## src/rtl/data_mem_bridge_if.sv

```systemverilog
// Data-side bus between the load/store bridge and memory: registered
// request with byte enables, single-cycle ack carrying read data.
interface data_mem_bridge_if #(
    parameter int ADDR_W = 32
);
    logic              bus_req;
    logic              bus_we;
    logic [ADDR_W-3:0] bus_addr;
    logic [3:0]        bus_be;
    logic [31:0]       bus_wdata;
    logic              bus_ack;
    logic [31:0]       bus_rdata;

    modport master (
        output bus_req, bus_we, bus_addr, bus_be, bus_wdata,
        input  bus_ack, bus_rdata
    );

    modport slave (
        input  bus_req, bus_we, bus_addr, bus_be, bus_wdata,
        output bus_ack, bus_rdata
    );
endinterface

```

## src/rtl/data_mem_bridge.sv

```systemverilog
// Load/store stage behind a single-cycle CPU data port. Turns the CPU's
// combinational access into a req/ack bus transaction, stalls the CPU until
// it completes, and formats load data (lane select, sign/zero extend).
module data_mem_bridge #(
    parameter int ADDR_W  = 32,
    parameter int TIMEOUT = 255
) (
    input  logic        clk,
    input  logic        rst_n,
    input  logic        cpu_read,
    input  logic        cpu_write,
    input  logic [31:0] cpu_addr,
    input  logic [31:0] cpu_wdata,
    input  logic [1:0]  cpu_width,
    input  logic        cpu_unsigned,
    output logic [31:0] cpu_rdata,
    output logic        cpu_stall,
    output logic        cpu_fault,
    data_mem_bridge_if.master bus
);
    localparam int CW = $clog2(TIMEOUT + 1);
    localparam logic [CW-1:0] CNT_LAST = CW'(TIMEOUT - 1);

    typedef enum logic [1:0] {IDLE, REQ, DONE} state_t;

    state_t            state_q, state_d;
    logic              req_q, we_q, uns_q, tflag_q;
    logic [ADDR_W-3:0] addr_q;
    logic [1:0]        lo_q, width_q;
    logic [3:0]        be_q;
    logic [31:0]       wdata_q, rdata_q;
    logic [CW-1:0]     cnt_q;

    logic aligned, valid, start, ack_done, to_done;
    logic [3:0]  st_be;
    logic [31:0] st_wdata;

    // Load data formatting: pick the addressed lane, then extend.
    function automatic logic [31:0] fmt_load(logic [31:0] rd, logic [1:0] lo,
                                             logic [1:0] w, logic u);
        logic [7:0]  b;
        logic [15:0] h;
        b = rd[{lo, 3'b000} +: 8];
        h = lo[1] ? rd[31:16] : rd[15:0];
        case (w)
            2'b00:   return u ? {24'b0, b} : {{24{b[7]}}, b};
            2'b01:   return u ? {16'b0, h} : {{16{h[15]}}, h};
            default: return rd;
        endcase
    endfunction

    // Access legality and store lane placement from the raw CPU request.
    always_comb begin
        aligned  = 1'b1;
        st_be    = 4'b1111;
        st_wdata = cpu_wdata;
        case (cpu_width)
            2'b00: begin
                st_be    = 4'b0001 << cpu_addr[1:0];
                st_wdata = {4{cpu_wdata[7:0]}};
            end
            2'b01: begin
                aligned  = ~cpu_addr[0];
                st_be    = cpu_addr[1] ? 4'b1100 : 4'b0011;
                st_wdata = {2{cpu_wdata[15:0]}};
            end
            2'b10:   aligned = (cpu_addr[1:0] == 2'b00);
            default: aligned = 1'b1;
        endcase
        valid = (cpu_read ^ cpu_write) & aligned & (cpu_width != 2'b11);
    end

    // State register.
    always_ff @(posedge clk or negedge rst_n) begin
        if (!rst_n) state_q <= IDLE;
        else        state_q <= state_d;
    end

    // Next state, CPU handshake outputs and datapath strobes.
    always_comb begin
        state_d   = state_q;
        cpu_stall = 1'b0;
        cpu_fault = 1'b0;
        start     = 1'b0;
        ack_done  = 1'b0;
        to_done   = 1'b0;
        case (state_q)
            IDLE: begin
                if (valid) begin
                    cpu_stall = 1'b1;
                    start     = 1'b1;
                    state_d   = REQ;
                end else if (cpu_read | cpu_write) begin
                    cpu_fault = 1'b1;
                end
            end
            REQ: begin
                cpu_stall = 1'b1;
                if (bus.bus_ack) begin
                    ack_done = 1'b1;
                    state_d  = DONE;
                end else if (cnt_q == CNT_LAST) begin
                    to_done = 1'b1;
                    state_d = DONE;
                end
            end
            DONE: begin
                // CPU commits this cycle; a request still asserted is the
                // one just served, so it is not restarted.
                cpu_fault = tflag_q;
                state_d   = IDLE;
            end
            default: state_d = IDLE;
        endcase
    end

    // Latched transaction, request flop, timeout counter and load result.
    always_ff @(posedge clk or negedge rst_n) begin
        if (!rst_n) begin
            req_q   <= 1'b0;
            we_q    <= 1'b0;
            addr_q  <= '0;
            lo_q    <= '0;
            be_q    <= '0;
            wdata_q <= '0;
            width_q <= '0;
            uns_q   <= 1'b0;
            cnt_q   <= '0;
            tflag_q <= 1'b0;
            rdata_q <= '0;
        end else if (start) begin
            req_q   <= 1'b1;
            we_q    <= cpu_write;
            addr_q  <= cpu_addr[ADDR_W-1:2];
            lo_q    <= cpu_addr[1:0];
            be_q    <= cpu_write ? st_be : 4'b0000;
            wdata_q <= st_wdata;
            width_q <= cpu_width;
            uns_q   <= cpu_unsigned;
            cnt_q   <= '0;
            tflag_q <= 1'b0;
        end else if (ack_done) begin
            req_q   <= 1'b0;
            rdata_q <= we_q ? 32'h0 : fmt_load(bus.bus_rdata, lo_q, width_q, uns_q);
        end else if (to_done) begin
            req_q   <= 1'b0;
            tflag_q <= 1'b1;
            rdata_q <= '0;
        end else if (state_q == REQ) begin
            cnt_q <= cnt_q + 1'b1;
        end
    end

    assign cpu_rdata     = (state_q == DONE) ? rdata_q : 32'h0;
    assign bus.bus_req   = req_q;
    assign bus.bus_we    = we_q;
    assign bus.bus_addr  = addr_q;
    assign bus.bus_be    = be_q;
    assign bus.bus_wdata = wdata_q;
endmodule

```

## src/flat_wrapper.sv

```systemverilog
// flat-port wrapper written by rule: the top's interface ports become plain ports
module data_mem_bridge_flat 
#(
    parameter int ADDR_W  = 32,
    parameter int TIMEOUT = 255
)
  (clk, rst_n, cpu_read, cpu_write, cpu_addr, cpu_wdata, cpu_width, cpu_unsigned, cpu_rdata, cpu_stall, cpu_fault, bus_bus_req, bus_bus_we, bus_bus_addr, bus_bus_be, bus_bus_wdata, bus_bus_ack, bus_bus_rdata);
  data_mem_bridge_if #(.ADDR_W(ADDR_W)) bus_i ();
  input  logic clk;
  input  logic rst_n;
  input  logic cpu_read;
  input  logic cpu_write;
  input  logic [31:0] cpu_addr;
  input  logic [31:0] cpu_wdata;
  input  logic [1:0] cpu_width;
  input  logic cpu_unsigned;
  output logic [31:0] cpu_rdata;
  output logic cpu_stall;
  output logic cpu_fault;
  output wire logic [$bits(bus_i.bus_req)-1:0] bus_bus_req;
  output wire logic [$bits(bus_i.bus_we)-1:0] bus_bus_we;
  output wire logic [$bits(bus_i.bus_addr)-1:0] bus_bus_addr;
  output wire logic [$bits(bus_i.bus_be)-1:0] bus_bus_be;
  output wire logic [$bits(bus_i.bus_wdata)-1:0] bus_bus_wdata;
  input wire logic [$bits(bus_i.bus_ack)-1:0] bus_bus_ack;
  input wire logic [$bits(bus_i.bus_rdata)-1:0] bus_bus_rdata;
  assign bus_bus_req = bus_i.bus_req;
  assign bus_bus_we = bus_i.bus_we;
  assign bus_bus_addr = bus_i.bus_addr;
  assign bus_bus_be = bus_i.bus_be;
  assign bus_bus_wdata = bus_i.bus_wdata;
  assign bus_i.bus_ack = bus_bus_ack;
  assign bus_i.bus_rdata = bus_bus_rdata;
  data_mem_bridge #(.ADDR_W(ADDR_W), .TIMEOUT(TIMEOUT)) u_core (.clk(clk), .rst_n(rst_n), .cpu_read(cpu_read), .cpu_write(cpu_write), .cpu_addr(cpu_addr), .cpu_wdata(cpu_wdata), .cpu_width(cpu_width), .cpu_unsigned(cpu_unsigned), .cpu_rdata(cpu_rdata), .cpu_stall(cpu_stall), .cpu_fault(cpu_fault), .bus(bus_i));
endmodule
```

## config.mk

```make
export PLATFORM = sky130hd
export DESIGN_NAME = data_mem_bridge_flat
export DESIGN_NICKNAME = d
export VERILOG_FILES = /design/src/rtl/data_mem_bridge_if.sv /design/src/rtl/data_mem_bridge.sv /design/src/flat_wrapper.sv
export SDC_FILE = /design/constraint.sdc
export NUM_CORES = 1
export LEC_CHECK = 0
export BUFFER_PORTS_ARGS = -buffer_cell sky130_fd_sc_hd__clkbuf_2
export CAP_MARGIN = 20
export CORE_MARGIN = 2
export CORE_UTILIZATION = 40
export CTS_CLUSTER_SIZE = 25
export DETAILED_ROUTE_END_ITERATION = 10
export PLACE_DENSITY = 0.66
export SLEW_MARGIN = 25
export SYNTH_ARGS = -nofsm -noshare
export SYNTH_HDL_FRONTEND = slang
export SYNTH_SLANG_ARGS = --single-unit
```

## constraint.sdc

```tcl
create_clock -name clk -period 3.6 [get_ports clk]
set_input_delay 0.72 -clock clk [delete_from_list [all_inputs] [get_ports clk]]
set_output_delay 0.72 -clock clk [all_outputs]
set_load 0.05 [all_outputs]
```

==> results of run 1 <==
==> synthesized netlist by cell type (7+ instances only) <==
library cell	instances
dfrtp_1	116
mux2_1	55
o21ai_0	49
nand2_1	39
and2_1	37
nand3_1	30
mux2_2	28
clkbuf_1	20
a22oi_1	14
nor2_1	13
o21a_1	12
a21oi_1	10
inv_1	10
nor2b_1	10
a22o_1	8
ha_1	7
mux2i_1	7
==> routing by layer <==
metal / vias up / wire length (µm) / track usage, %
li1: 2296 / - / -
met1: 2408 / 6620 / 25.0
met2: 209 / 7260 / 33.7
met3: 21 / 1280 / 7.10
met4: 0 / 291 / 7.65
met5: - / 0 / 0
==> worst paths after layout <==
check	start	to	depth (start not counted)	slack (ps)
max	u_core.state_q[0]	cpu_rdata[15]	3	590
min	rst_n	u_core.rdata_q[0]	1	290
max reg2reg	u_core.lo_q[1]	u_core.rdata_q[25]	4	1240
min reg2reg	u_core.bus.bus_wdata[25]	u_core.bus.bus_wdata[25]	1	480
max in group asynchronous	rst_n	u_core.bus.bus_addr[6]	2	2570
min in group clk	u_core.bus.bus_wdata[25]	u_core.bus.bus_wdata[25]	1	480
==> power by group through the flow <==
stage	logic [µW]	clock network [µW]	registers, µW
final	2950	1850	2230
after global routing	3140	1950	2320
after CTS	2980	1890	2240
after detailed placement	2970	0	2250
after global placement	2930	0	2210
after floorplan	1010	0	3420
==> kinds of logic (layout without fill, tap and decap cells) <==
kind of cell,count (synthesis),after routing,share of synthesized area [%]
simple gates,161,161,14.7
buf+inv,48,253,4.22
flops,116,116,49.4
xor+xnor,4,4,0.596
mux,90,90,17.1
fa+ha+maj,7,7,1.49
compound gates,111,111,12.5
==> worst max-delay path: stages, from the launching register on <==
cell	delay (ps)
dfrtp_1	500
and2b_1	810
and2_1	270
clkbuf_2	290
==> through the flow <==
| stage | utilization, % | power, µW | cell area (µm²) | cells | setup WS, ps |
|---|---|---|---|---|---|
| after floorplan | - | 4430 | 5880 | 537 | 694 |
| after global placement | 48.6 | 5140 | 7010 | 896 | 835 |
| after detailed placement | 48.6 | 5220 | 7020 | 896 | 757 |
| after CTS | 53.1 | 7100 | 7660 | 926 | 510 |
| after global routing | 53.1 | 7410 | 7660 | 926 | 390 |
| final | 53.1 | 7040 | 7660 | 926 | 588 |
==> cell type report <==
class / instances / area [µm²] / area share, %
clock buffer: 21 / 470 / 6.14
tap: 184 / 230 / 3.00
multi-input combinational: 373 / 2730 / 35.6
inverter: 10 / 37.5 / 0.490
timing repair buffer: 213 / 1110 / 14.5
clock inverter: 9 / 176 / 2.30
sequential: 116 / 2900 / 37.9
==> flip-flops by register name, summed over array words and instances (netlist names) <==
| signal | count |
|---|---|
| u_core.bus.bus_wdata | 32 |
| u_core.rdata_q | 32 |
| u_core.bus.bus_addr | 30 |
| u_core.cnt_q | 8 |
| u_core.bus.bus_be | 4 |
| u_core.lo_q | 2 |
| u_core.state_q | 2 |
| u_core.width_q | 2 |
| u_core.bus.bus_req | 1 |
| u_core.bus.bus_we | 1 |
| u_core.tflag_q | 1 |
| u_core.uns_q | 1 |
==> layout by cell type, fill, tap and decap left out, drive strengths merged, types with 3 or more instances in the layout <==
cell type	count
o21ai	49
o21a	12
xnor2	4
nand4	3
nand2	40
dfrtp	116
o211ai	5
nor2b	11
nand3	30
inv	10
clkinv	3
a21oi	11
mux2i	7
or3	3
mux2	83
nor2	16
ha	7
buf	9
a22oi	14
and2	37
clkbuf	225
bufinv	5
nor3	3
nand2b	5
a22o	8
==> flow_summary.toml, run 1 <==
[cts]
cts_made_buffers = 17
cts_resized = 0
cts_setup_buffers = 0
h-tree-depth = 4
tritoncts = "built"
cts-hold-fix-buffers = 0
clkLatencyLatePin_ps = 410
cts_sinks = 116
clkSlewWorstSetupHoldPaths_ps = 50
root_buffer = "clkbuf_16"
clockBufferDepth = 2

[sta]
relSlewSlack_pct = 43.2
fin_hold_ws_ps = 291
layout_worst_path_cycle_share_pct = 83.7
final.setup_skew_ps = 5.03
rsz0062_at_grt = "false"
fin_tns_setup_ps = 0
fmax_mhz = 332
finalHoldViolations = 0
finalCriticalPeriod_ps = 3010
worst_slew_pin_slew_ps = 852
maxSlewViolCount = 0
finalSetupViolCount = 0

[layout]
antenna_cells = 0
final_nets = 842
nFillCells = 1304
area_delta_synth_final_pct = 30.4
drive_gt1_share_pct = 38.3

[yosys]
syn_inst = 537
ys.flop_type = "dfrtp_1"
synth-edff-count = 0
yosysTopAreaCell = "dfrtp_1"
synthArstFlopShare_pct = 100
yosys_warnings = 0
synth_top_area_share_pct = 49.4
avgSynthCellArea_um2 = 10.9
ys_ff_latch = 116
synth_seq_area_share_pct = 49.4
yosysUniqueCellTypes = 51
yosys-top-cells-area = "dfrtp_1, mux2_1, mux2_2"
syn_area_mm2 = 0.00588
syn-num-nets = 648

[floorplanning]
std_cell_rows = 44
fp.dieH_um = 125
core_area_mm2 = 0.0144
io_pins = 206
start_util_pct = 40.7
dieWidth_um = 125
die_area_mm2 = 0.0157

[setup_path]
crit_required_ps = 2880
worstSetupStartpointType = "flop"
critPathKind = "flop to output port"
end_kind = "output port"
critical_path_arrival_ps = 2290
path_max_fanout = 32

[placement]
place.gp.congestion = 0.874
dp_hpwl_mm = 11.2
io_buffers = 205

[global_routing]
grt_pass1_vias = 5136
grt_use_total_pct = 20.5
overflow = 0
grt_max_degree = 73
antenna_found_initial = 0
grt_pass1_wl_mm = 26.0

[power_and_ir_drop]
p_leak_uw = 0.00373
p_clk_share_pct = 26.3
power.density_mw_per_mm2 = 919
irDropWorstVdd_mv = 0.609
p_sw_share_pct = 44.0
power_frac_seq_pct = 31.8
p_int_uw = 3940
power.switching_uw = 3100
p_comb_share_pct = 42.0

[drt]
wl_per_cell_um = 16.7
first_pass_iters = 5
first_iter_violations = 256
drt_wl_total_mm = 15.4
drc = 0
vias_per_cell = 5.33
ant_nets = 0
vias = 4934

[hold_path]
hold_path_class = "primary input to asynchronous set/reset pin"

[job]
drv_cap = 0

[outcome]
status = "finished, final reports clean"
Power figures use the tool's default switching activity.
==> run 2: changes to the inputs <==
--- a/config.mk
+++ b/config.mk
@@ -11,7 +11,7 @@
 export CORE_UTILIZATION = 40
 export CTS_CLUSTER_SIZE = 25
 export DETAILED_ROUTE_END_ITERATION = 10
-export PLACE_DENSITY = 0.66
+export PLACE_DENSITY = 0.69
 export SLEW_MARGIN = 25
 export SYNTH_ARGS = -nofsm -noshare
 export SYNTH_HDL_FRONTEND = slang
==> constraint.sdc (replaced) <==
create_clock -name clk -period 2.7 [get_ports clk]
set_input_delay 0.54 -clock clk [delete_from_list [all_inputs] [get_ports clk]]
set_output_delay 0.54 -clock clk [all_outputs]
set_load 0.05 [all_outputs]
==> run 2 against run 1 <==
Cell area about the same. Routed wire length up 1.5%. Core utilization about the same. Combinational power up 35%. First-iteration DRC count down 8.2%. Sequential share of layout area about the same. Sequential power up 33%. Clock-buffer cell count down 3. Power up 30%. Highest routed layer unchanged.
==> flow_summary.toml, run 2 (synthesis results as in run 1) <==
[drt]
wl_met2_mm = 7.38
wl_per_cell_um = 16.8
m1WireLength_mm = 6.64
vias_per_cell = 5.25
drc = 0
first_iter_violations = 235
routed.top_layer = "met4"
drt_wl_total_mm = 15.7
ant_nets = 0
first_pass_iters = 4
route.met3.wl_mm = 1.27
vias = 4912

[sta]
maxSlewViolCount = 0
fmax_mhz = 408
fin_tns_setup_ps = 0
final.setup_skew_ps = 10.7
relSlewSlack_pct = 52.9
finalSetupViolCount = 0
rsz0062_at_grt = "false"
worst_slew_pin_slew_ps = 700
layout_worst_path_cycle_share_pct = 90.7
finalHoldViolations = 0
finalCriticalPeriod_ps = 2450

[hold_path]
hold_path_class = "primary input to flop"
min_from = "cpu_addr[5]"
holdPathStages = 2
hold_end = "u_core.bus.bus_addr[3]"

[power_and_ir_drop]
power.density_mw_per_mm2 = 1190
p_leak_uw = 0.00373
irDropWorstVdd_mv = 0.764

[setup_path]
crit_required_ps = 2160
critPathKind = "flop to output port"
rr_startpoint = "u_core.width_q[1]"
worstSetupStartpointType = "flop"
path_max_fanout = 32
r2r_slack_ps = 600
rr_worst_depth = 4
r2r-end = "u_core.rdata_q[20]"
critical_path_arrival_ps = 1910
end_kind = "output port"

[layout]
area_delta_synth_final_pct = 30.5
final_nets = 850
finalNonFillerCells = 936
antenna_cells = 0
layout_commonest_cell = "clkbuf_2"
drive_gt1_share_pct = 39.0
final_cell_mix = "clkbuf_2, dfrtp_1, mux2_1, o21ai_0, nand2_1"
fin_util_pct = 53.2

[placement]
dp_hpwl_mm = 11.4
dpl.cell_count = 903
io_buffers = 205
place.gp.congestion = 0.862

[cts]
clockBufferDepth = 2
h-tree-depth = 4
tritoncts = "built"
clkLatencyLatePin_ps = 420
root_buffer = "clkbuf_16"
cts_resized = 0
cts_sinks = 116
clkSlewWorstSetupHoldPaths_ps = 50
cts_made_buffers = 17

[floorplanning]
fp.dieH_um = 125
dieWidth_um = 125
io_pins = 206
core_area_mm2 = 0.0144
std_cell_rows = 44
start_util_pct = 40.7
die_area_mm2 = 0.0157

[global_routing]
grt_pass1_vias = 5166
grt_pass1_wl_mm = 25.7
grt_max_degree = 68
overflow = 0
grt_use_total_pct = 20.3
antenna_found_initial = 0

[job]
drv_cap = 0

[outcome]
status = "finished, final reports clean"
run 2: changes by cell type in the layout (fill, tap and decap cells not counted), sizes merged:
cell / before / now
clkbuf: 225 / 221
buf: 9 / 17
clkinv: 3 / 8
clkinvlp: 1 / 4
dlygate4sd3: 0 / 1
bufinv: 5 / 2
run 2: how the worst max path moves through the flow:
| stage | slack [ps] | endpoint | cells past startpoint | start |
|---|---|---|---|---|
| 2_1_floorplan | 150 | cpu_fault | 6 | cpu_read |
| 3_3_place_gp | 210 | u_core.bus.bus_wdata[13] | 7 | cpu_width[1] |
| 3_5_place_dp | 150 | u_core.bus.bus_addr[14] | 8 | cpu_width[0] |
| 4_1_cts | 230 | cpu_rdata[8] | 4 | u_core.state_q[0] |
| 5_1_grt | 140 | cpu_rdata[8] | 4 | u_core.state_q[1] |
| 6_report | 250 | cpu_rdata[8] | 4 | u_core.state_q[1] |
run 2: routing by layer:
metal / vias to the layer above / GRT usage [%]
met3: 30 / 6.16
met5: - / 0
li1: 2299 / -
met2: 221 / 33.2
met4: 0 / 8.95
met1: 2362 / 24.9
run 2: critical path, cell delays in order (launching register included):
cell	delay, ps
dfrtp_1	550
and2b_1	170
buf_4	270
and2_1	210
clkbuf_2	290
run 2: stage by stage:
| step | area (µm²) | total power, µW | setup WS [ps] | hold WS [ps] |
|---|---|---|---|---|
| floorplan | 5880 | 5910 | 154 | 244 |
| global placement | 7080 | 6890 | 213 | 430 |
| detailed placement | 7080 | 6990 | 155 | 432 |
| CTS | 7670 | 9220 | 231 | 329 |
| global route | 7670 | 9600 | 144 | 336 |
| finish | 7670 | 9140 | 251 | 344 |
run 2: area by class of cell:
class / count / area (µm²)
clock buffers: 18 / 439
clock inverters: 14 / 138
fillers: 1320 / 6760
inverters: 10 / 37.5
multi-input cells: 373 / 2730
flip-flops and latches: 116 / 2900
well taps: 184 / 230
repair buffers: 221 / 1190
run 2: what timing repair did:
item                                   4_1_cts  5_1_grt
setup buffers                                0        0
endpoints found under the hold margin       14        0
hold buffers                                 1        0
run 2: power breakdown:
group	leakage, µW	internal [µW]	switching, µW
Clock	0.000277	1370	814
Sequential	0.00143	2480	491
Combinational	0.00203	1120	2870
==> run 3: changes to the inputs <==
--- a/config.mk
+++ b/config.mk
@@ -5,6 +5,7 @@
 export SDC_FILE = /design/constraint.sdc
 export NUM_CORES = 1
 export LEC_CHECK = 0
+export ABC_AREA = 1
 export BUFFER_PORTS_ARGS = -buffer_cell sky130_fd_sc_hd__clkbuf_2
 export CAP_MARGIN = 20
 export CORE_MARGIN = 2
==> run 3 against run 2 <==
Critical path type unchanged. Area after synthesis rose by 0.32%. Clock skew fell by 3.1 ps. Maximum frequency fell by 0.23%. Worst hold slack got worse by 310 ps. Largest cell class unchanged. Core utilization fell by 0.24 points. Clock power barely moved. Critical path depth did not move. Highest routed layer unchanged. Sequential power fell by 3%. Largest power group unchanged.
==> flow_summary.toml, run 3 <==
[drt]
drc = 0
first_pass_iters = 5
wl_per_cell_um = 13.2
ant_nets = 0
vias = 5630
vias_per_cell = 4.78
first_iter_violations = 458
drt_wl_total_mm = 15.5

[sta]
layout_worst_path_cycle_share_pct = 90.9
worst_slew_pin_slew_ps = 659
rsz0062_at_grt = "false"
final.setup_skew_ps = 7.61
finalHoldViolations = 0
maxSlewViolCount = 0
fmax_mhz = 407
fin_tns_setup_ps = 0
relSlewSlack_pct = 56.1
finalSetupViolCount = 0
finalCriticalPeriod_ps = 2450

[power_and_ir_drop]
power_frac_seq_pct = 30.9
p_comb_share_pct = 45.4
power.switching_uw = 4410
p_int_uw = 4910
irDropWorstVdd_mv = 0.588
p_leak_uw = 0.00433
power.density_mw_per_mm2 = 1220
power_uw = 9320
p_sw_share_pct = 47.3
p_clk_share_pct = 23.7

[yosys]
yosysUniqueCellTypes = 33
ys.flop_type = "dfrtp_1"
synth_top_area_share_pct = 49.2
yosys-top-cells-area = "dfrtp_1, nand2_1, o21ai_0"
synth-edff-count = 0
synth_most_common_cell = "nand2_1"
synth_seq_area_share_pct = 49.2
yosysTopAreaCell = "dfrtp_1"
ys_ff_latch = 116
avgSynthCellArea_um2 = 7.52
ys_top_cells_by_count = "nand2_1, dfrtp_1, nor2_1, inv_1, o21ai_0"
yosys_warnings = 0
synthArstFlopShare_pct = 100
syn-num-nets = 895
syn_inst = 784
syn_area_mm2 = 0.00589

[global_routing]
grt_pass1_vias = 5248
grt_use_total_pct = 20.4
grt_max_degree = 70
antenna_found_initial = 0
overflow = 0
grt_pass1_wl_mm = 25.9

[setup_path]
crit_required_ps = 2160
worstSetupStartpointType = "flop"
end_kind = "output port"
path_max_fanout = 33
critical_path_arrival_ps = 1910
critPathKind = "flop to output port"

[hold_path]
hold_path_class = "primary input to asynchronous set/reset pin"

[placement]
dp_hpwl_mm = 11.2
io_buffers = 205
place.gp.congestion = 0.849
dpl.cell_count = 1147

[cts]
clockBufferDepth = 2
root_buffer = "clkbuf_16"
cts_setup_buffers = 0
clkLatencyLatePin_ps = 410
h-tree-depth = 4
cts_made_buffers = 17
cts-hold-fix-buffers = 0
clkSlewWorstSetupHoldPaths_ps = 60
tritoncts = "built"
cts_sinks = 116
cts_resized = 0

[floorplanning]
io_pins = 206
core_area_mm2 = 0.0145
std_cell_rows = 44
fp.dieH_um = 125
start_util_pct = 40.7
die_area_mm2 = 0.0157
dieWidth_um = 125

[layout]
final_nets = 1093
area_delta_synth_final_pct = 30.0
fin_util_pct = 52.9
finalNonFillerCells = 1178
layout_commonest_cell = "nand2_1"
drive_gt1_share_pct = 28.3
final_cell_mix = "nand2_1, clkbuf_2, dfrtp_1, nor2_1, inv_1"
antenna_cells = 0
nFillCells = 1413

[job]
drv_cap = 0

[outcome]
status = "finished, final reports clean"
run 3: final cells by class:
cell class                      instances  area (µm²)  area share (%)
Timing Repair Buffer                  217        1160            15.1
Clock inverter                         11         136            1.78
Sequential cell                       116        2900            37.9
Clock buffer                           20         437            5.70
Tap cell                              184         230            3.00
Multi-Input combinational cell        558        2520            32.9
Inverter                               72         280            3.66
run 3: cells by family (layout without fill, tap and decap cells):
family	after synthesis	count (layout)	synth area share, %
XOR/XNOR	1	1	0.149
adder cells (fa/ha/maj)	7	7	1.49
multiplexers	4	4	0.679
buffers and inverters	110	320	8.26
AND/OR/NAND/NOR	444	444	31.1
AO/OA/AOI/OAI	102	102	9.11
flip-flops	116	116	49.2
run 3: power groups by stage:
stage | Sequential, µW | Clock [µW] | Combinational, µW
after floorplan | 4390 | 0 | 1720
after global placement | 2880 | 0 | 4210
after detailed placement | 2880 | 0 | 4260
after CTS | 2880 | 2260 | 4260
after global routing | 2980 | 2330 | 4600
final | 2880 | 2210 | 4230
run 3: metrics by stage:
stage / setup slack, ps / area (µm²) / hold WS [ps]
6_report: 246 / 7660 / 30.7
5_1_grt: 107 / 7660 / 36.3
4_1_cts: 219 / 7660 / 23.5
3_5_place_dp: 437 / 7090 / 462
3_3_place_gp: 473 / 7090 / 463
2_1_floorplan: 279 / 5890 / 244
run 3: worst paths after layout:
| check | from | endpoint | slack, ps | cells past startpoint |
|---|---|---|---|---|
| worst min-delay path | rst_n | u_core.bus.bus_wdata[26] | 30 | 1 |
| worst min register to register | u_core.bus.bus_addr[20] | u_core.bus.bus_addr[20] | 480 | 2 |
| worst max-delay path | u_core.state_q[1] | cpu_rdata[15] | 250 | 4 |
| max in group asynchronous | rst_n | u_core.bus.bus_addr[0] | 1990 | 2 |
| worst max register to register | u_core.state_q[1] | u_core.rdata_q[19] | 880 | 8 |
| min in group clk | cpu_addr[29] | u_core.bus.bus_addr[27] | 320 | 3 |
run 3: worst max-delay path: stages (launching register included):
cell and delay (ps):
dfrtp_1 360, inv_1 50, or2_2 520, nor2_1 240, clkbuf_2 310
run 3: routing by layer:
metal	up-vias	part of all wire, %	track usage (%)
li1	2820	-	-
met1	2591	46	27.7
met2	202	47	32.0
met3	17	5.7	4.84
met4	0	1.5	7.39
met5	-	0	0
